[config.mk]
export PLATFORM = sky130hd
export DESIGN_NAME = line_buffer_reader
export DESIGN_NICKNAME = d
export VERILOG_FILES = /design/src/rtl/line_buffer_reader.sv
export SDC_FILE = /design/constraint.sdc
export NUM_CORES = 1
export LEC_CHECK = 0
export ABC_AREA = 1
export CORE_MARGIN = 1.5
export CORE_UTILIZATION = 48
export CTS_CLUSTER_DIAMETER = 100
export DETAILED_ROUTE_END_ITERATION = 8
export GPL_TIMING_DRIVEN = 0
export PLACE_DENSITY = 0.85
export SLEW_MARGIN = 30
export SYNTH_ARGS = -nofsm -noshare
export SYNTH_HDL_FRONTEND = slang
export SYNTH_SLANG_ARGS = --single-unit
[constraint.sdc]
create_clock -name clk -period 2.8 [get_ports clk]
set_input_delay 0.28 -clock clk [delete_from_list [all_inputs] [get_ports clk]]
set_output_delay 0.28 -clock clk [all_outputs]
set_load 0.05 [all_outputs]
[src/rtl/line_buffer_reader.sv]
// Line buffer read-side controller: fetches one scanline through a
// 2-entry prefetch FIFO and streams it with horizontal pixel repeat.
module line_buffer_reader #(
    parameter int ADDR_W  = 12,
    parameter int DATA_W  = 24,
    parameter int SCALE_W = 3
) (
    input  logic              clk,
    input  logic              reset_n,
    input  logic              start,
    input  logic              abort,
    input  logic [ADDR_W-1:0] base_addr,
    input  logic [ADDR_W-1:0] line_len,
    input  logic [SCALE_W-1:0] h_scale,
    output logic              busy,
    output logic              done,
    output logic [ADDR_W-1:0] rd_addr,
    output logic              rd_ce,
    input  logic [DATA_W-1:0] rd_data,
    output logic [DATA_W-1:0] pix_data,
    output logic              pix_valid,
    input  logic              pix_ready,
    output logic              pix_last
);

    typedef enum logic [1:0] {
        IDLE,
        FETCH,
        DRAIN
    } state_t;

    state_t state;
    state_t state_nx;

    logic [ADDR_W-1:0]  reads_left;
    logic [ADDR_W-1:0]  pix_left;
    logic [SCALE_W-1:0] scale_m1;
    logic [SCALE_W-1:0] rep;
    logic               in_flight;
    logic [DATA_W-1:0]  fifo_mem [2];
    logic               wr_ptr;
    logic               rd_ptr;
    logic [1:0]         fifo_cnt;

    logic       accept;
    logic       fire;
    logic       pop;
    logic       final_hs;
    logic [2:0] level;

    assign busy      = (state != IDLE);
    assign pix_valid = (fifo_cnt != 2'd0);
    assign pix_data  = fifo_mem[rd_ptr];
    assign pix_last  = pix_valid && (pix_left == ADDR_W'(1)) && (rep == scale_m1);

    assign accept   = start && !abort && !done && (state == IDLE);
    assign fire     = pix_valid && pix_ready;
    assign pop      = fire && (rep == scale_m1);
    assign final_hs = fire && pix_last;

    // Occupancy counts this cycle's pop so the FIFO can refill back-to-back.
    assign level = {1'b0, fifo_cnt} - {2'b0, pop} + {2'b0, in_flight};
    assign rd_ce = (state == FETCH) && (reads_left != '0) &&
                   (level < 3'd2) && !abort;

    always_comb begin
        state_nx = state;
        unique case (state)
            IDLE: begin
                if (accept && (line_len != '0)) state_nx = FETCH;
            end
            FETCH: begin
                if (rd_ce && (reads_left == ADDR_W'(1))) state_nx = DRAIN;
            end
            DRAIN: begin
                if (final_hs) state_nx = IDLE;
            end
            default: state_nx = IDLE;
        endcase
        if (abort) state_nx = IDLE;
    end

    always_ff @(posedge clk or negedge reset_n) begin
        if (!reset_n) begin
            state       <= IDLE;
            done        <= 1'b0;
            rd_addr     <= '0;
            reads_left  <= '0;
            pix_left    <= '0;
            scale_m1    <= '0;
            rep         <= '0;
            in_flight   <= 1'b0;
            fifo_mem[0] <= '0;
            fifo_mem[1] <= '0;
            wr_ptr      <= 1'b0;
            rd_ptr      <= 1'b0;
            fifo_cnt    <= 2'd0;
        end else begin
            state     <= state_nx;
            done      <= !abort && ((accept && (line_len == '0)) ||
                                    ((state == DRAIN) && final_hs));
            in_flight <= rd_ce;
            if (abort) begin
                wr_ptr   <= 1'b0;
                rd_ptr   <= 1'b0;
                fifo_cnt <= 2'd0;
                rep      <= '0;
            end else begin
                if (accept) begin
                    rd_addr    <= base_addr;
                    reads_left <= line_len;
                    pix_left   <= line_len;
                    scale_m1   <= (h_scale == '0) ? '0 : h_scale - 1'b1;
                    rep        <= '0;
                end
                if (rd_ce) begin
                    rd_addr    <= rd_addr + 1'b1;
                    reads_left <= reads_left - 1'b1;
                end
                if (in_flight) begin
                    fifo_mem[wr_ptr] <= rd_data;
                    wr_ptr           <= ~wr_ptr;
                end
                if (fire) rep <= pop ? '0 : rep + 1'b1;
                if (pop) begin
                    rd_ptr   <= ~rd_ptr;
                    pix_left <= pix_left - 1'b1;
                end
                fifo_cnt <= fifo_cnt + {1'b0, in_flight} - {1'b0, pop};
            end
        end
    end

endmodule

==> flow_metrics.tcl <==
set metrics [dict create \
    nNetsFinal 982 \
    status "finished, violations left" \
    avgRoutedWirePerCell_um 15.06 \
    critPathSlowestCell "fa_2" \
    clk_pin_slew_ps 70 \
    initial_core_util_pct 50.03 \
    worstMarginPinSlew_ps 671.1 \
    final_cell_mix "nand2_1 (311), dfrtp_1 (98), clkdlybuf4s50_1 (83), inv_1 (78), o21ai_0 (71)" \
    final-setup-viol-count 10 \
    power.leakage_nw 3.916 \
    vdd_drop_max_v 0.0007857 \
    synth_fp_nets 845 \
    finalCritPeriodShare_pct 109.5 \
    rsz0062_at_grt "true" \
    placed_area_um2 6684 \
    finalHoldViolations 0 \
    multi_input_area_um2 2675 \
    drc 0 \
    root_buffer "clkbuf_16" \
    layout_commonest_cell "nand2_1" \
    slew_headroom_pct 55.26 \
    path_common_cell "nand2_4" \
    grt_util_all_layers_pct 26.82 \
    grt_pass1_wl_mm 24.93 \
    ys_seq_area_share_pct 44.63 \
    synth_compound_area_share_pct 8.470 \
    crit_chain "inv_2 -> nand2_2 -> nand2_2 -> nand2_4 -> nor2_4 -> nand2_4 -> xor2_2 -> ha_2 -> inv_2 -> fa_2 -> nand3_2 -> nor2_4 -> nand2_4 -> inv_8 -> buf_12 -> buf_12" \
    regArea_um2 2452 \
    grt-ovfl-total 0 \
    routed-via-count 5666 \
    slew_viol_final 0 \
    synth_fa_ha_area_share_pct 2.413 \
    dp_hpwl_mm 10.21 \
    worst-setup-path-type "reg -> out" \
    violations "setup timing" \
    max_stage_delay_ps 570 \
    fp.dieH_um 110.0 \
    syn_to_final_growth_pct 34.97 \
    ys_types 31 \
    drt_iter0_markers 454 \
    row_count 38 \
    numPortBuffers 96 \
    fin_worst_skew_ps 5.748 \
    synth_xor_area_share_pct 2.550 \
    ant_nets 0 \
    die-area_um2 12100 \
    cp-start-kind "register" \
    p_total_mw 7.072 \
    yosys_warnings 0 \
    cts_max_path_buffers 2 \
    io_pins 97 \
    cts_tree "yes" \
    powerDensity_nw_per_um2 953.5 \
    fillers 881 \
    endpoint_kind "output port" \
    num_antenna_cells 0 \
    hp-class "in -> async" \
    grt_pass1_vias 5343 \
    ctsHtreeMaxLevel 3 \
    critPathArrivalTime_ps 2780 \
    synthCells 779 \
    synth.area.mux_share_pct 0.1821 \
    syn_area_um2 5495 \
    synth_simple_gate_area_share_pct 32.92 \
    routabilityCongestion 0.9309 \
    finalWirelength_mm 15.98 \
    core_area_um2 10980 \
    syn_area_per_cell_um2 7.054 \
    antenna_found_initial 0 \
    finish.instance_area_um2 7417 \
    maxCapViolations 0 \
    cts-buffers-inserted 9 \
    clkSinkCount 98 \
    cp_max_fo 4 \
    drive_gt1_share_pct 11.62 \
    critical_path_required_ps 2520 \
    die_w_um 110.0 \
    clock_latency_ps 350 \
    period_minus_slack_ps 3065 \
    reg2reg_depth 19 \
    ys_ff_latch 98 \
    worst_slack_ps -264.7 \
    synth_top_family_by_area "simple AND/OR/NAND/NOR gates" \
    fmax_ghz 0.3263 \
    final_util_pct 67.53 \
    firstDrtPassIters 8 \
    via_per_inst 5.340 \
    grt_max_degree 72 \
]
## layer usage
| layer | global-route usage [%] | vias up | part of all wire, % |
|---|---|---|---|
| li1 | - | 2701 | - |
| met4 | 12.24 | 0 | 3.1 |
| met5 | 0 | - | 0 |
| met2 | 43.70 | 278 | 48 |
| met3 | 4.468 | 44 | 7.5 |
| met1 | 35.07 | 2643 | 41 |
## sequential cells by signal, summed over array words and instances (netlist names)
| name | flops |
|---|---|
| wr_ptr | 1 |
| in_flight | 1 |
| state | 2 |
| done | 1 |
| pix_left | 12 |
| fifo_mem | 48 |
| rep | 3 |
| fifo_cnt | 2 |
| rd_addr | 12 |
| rd_ptr | 1 |
| reads_left | 12 |
| scale_m1 | 3 |
## stage by stage
| stage | setup TNS, ps | worst slack (ps) | instances | hold WS (ps) |
|---|---|---|---|---|
| CTS | -2025 | -330.6 | 1057 | 374.0 |
| global route | -2613 | -351.4 | 1061 | 391.2 |
| detailed placement | -9160 | -1124 | 1016 | 173.1 |
| finish | -521.4 | -264.7 | 1061 | 363.1 |
| floorplan | 0 | 9.350 | 779 | -15.59 |
| global placement | -225520 | -2214 | 1015 | 465.1 |
## critical path: cells and delay by family (launching register included)
kind                       cells  cell delay [ps]
xor gates and xnor gates       1              140
DFF                            1              440
and+or+nand+nor                8              680
adders and majority gates      2              760
buffers and inverters          5              410
## Yosys cell counts, drive strengths merged
cell type / n / area (µm²)
xor2: 11 / 96.34
nand4: 5 / 31.28
ha: 9 / 112.6
nand3b: 5 / 37.54
clkinv: 1 / 3.750
nand2: 322 / 1219
clkbuf: 13 / 48.80
inv: 88 / 332.8
o21ai: 79 / 395.4
xnor2: 5 / 43.79
nor4: 1 / 6.260
nor3: 7 / 35.03
fa: 1 / 20.02
nand3: 52 / 260.3
o211ai: 3 / 22.52
o31ai: 1 / 7.510
a21oi: 4 / 20.02
a21boi: 1 / 7.510
o22ai: 2 / 12.51
buf: 17 / 100.1
dfrtp: 98 / 2452
nor2: 53 / 220.2
mux2i: 1 / 10.01
## final cells by class
| cell class | count | share of cell area [%] |
|---|---|---|
| sequential | 98 | 33.06 |
| inverter | 89 | 4.605 |
| multi-input combinational | 562 | 36.07 |
| buffer | 29 | 2.463 |
| tap | 140 | 2.362 |
| clock inverter | 6 | 0.6410 |
| clock buffer | 10 | 3.222 |
| timing repair buffer | 127 | 17.58 |
## path summary, 6_finish.rpt
kind,start,end,slack [ps]
worst max-delay path,rep[2],rd_ce,-260
worst min-delay path,reset_n,fifo_mem[10],360
worst max register to register,rep[2],rd_addr[7],-80
worst min register to register,fifo_mem[0],fifo_mem[0],490
max in group asynchronous,reset_n,scale_m1[0],1810
min in group clk,fifo_mem[0],fifo_mem[0],490
## logic make-up after synthesis
family | count (synthesis)
buffers and inverters | 119
muxes | 1
xor gates and xnor gates | 16
AOI/OAI and AO/OA | 90
DFF | 98
adders and majority gates | 10
and+or+nand+nor | 445
## repair_timing
item	in CTS	in global routing
endpoints found under the setup margin	28	48
pin swaps	11	12
gates cloned	1	1
endpoints found under the hold margin	27	0
hold buffers	1	0
resized for setup	49	45
buffers inserted	23	6
## power breakdown
group	leakage, nW	total [mW]	switching (mW)	internal (mW)
Sequential	1.25	2.39	0.452	1.93
Combinational	2.53	3.48	2.23	1.25
Clock	0.139	1.20	0.566	0.635
Total	3.92	7.07	3.25	3.82
Note: power is estimated with default switching activity, not from simulation.
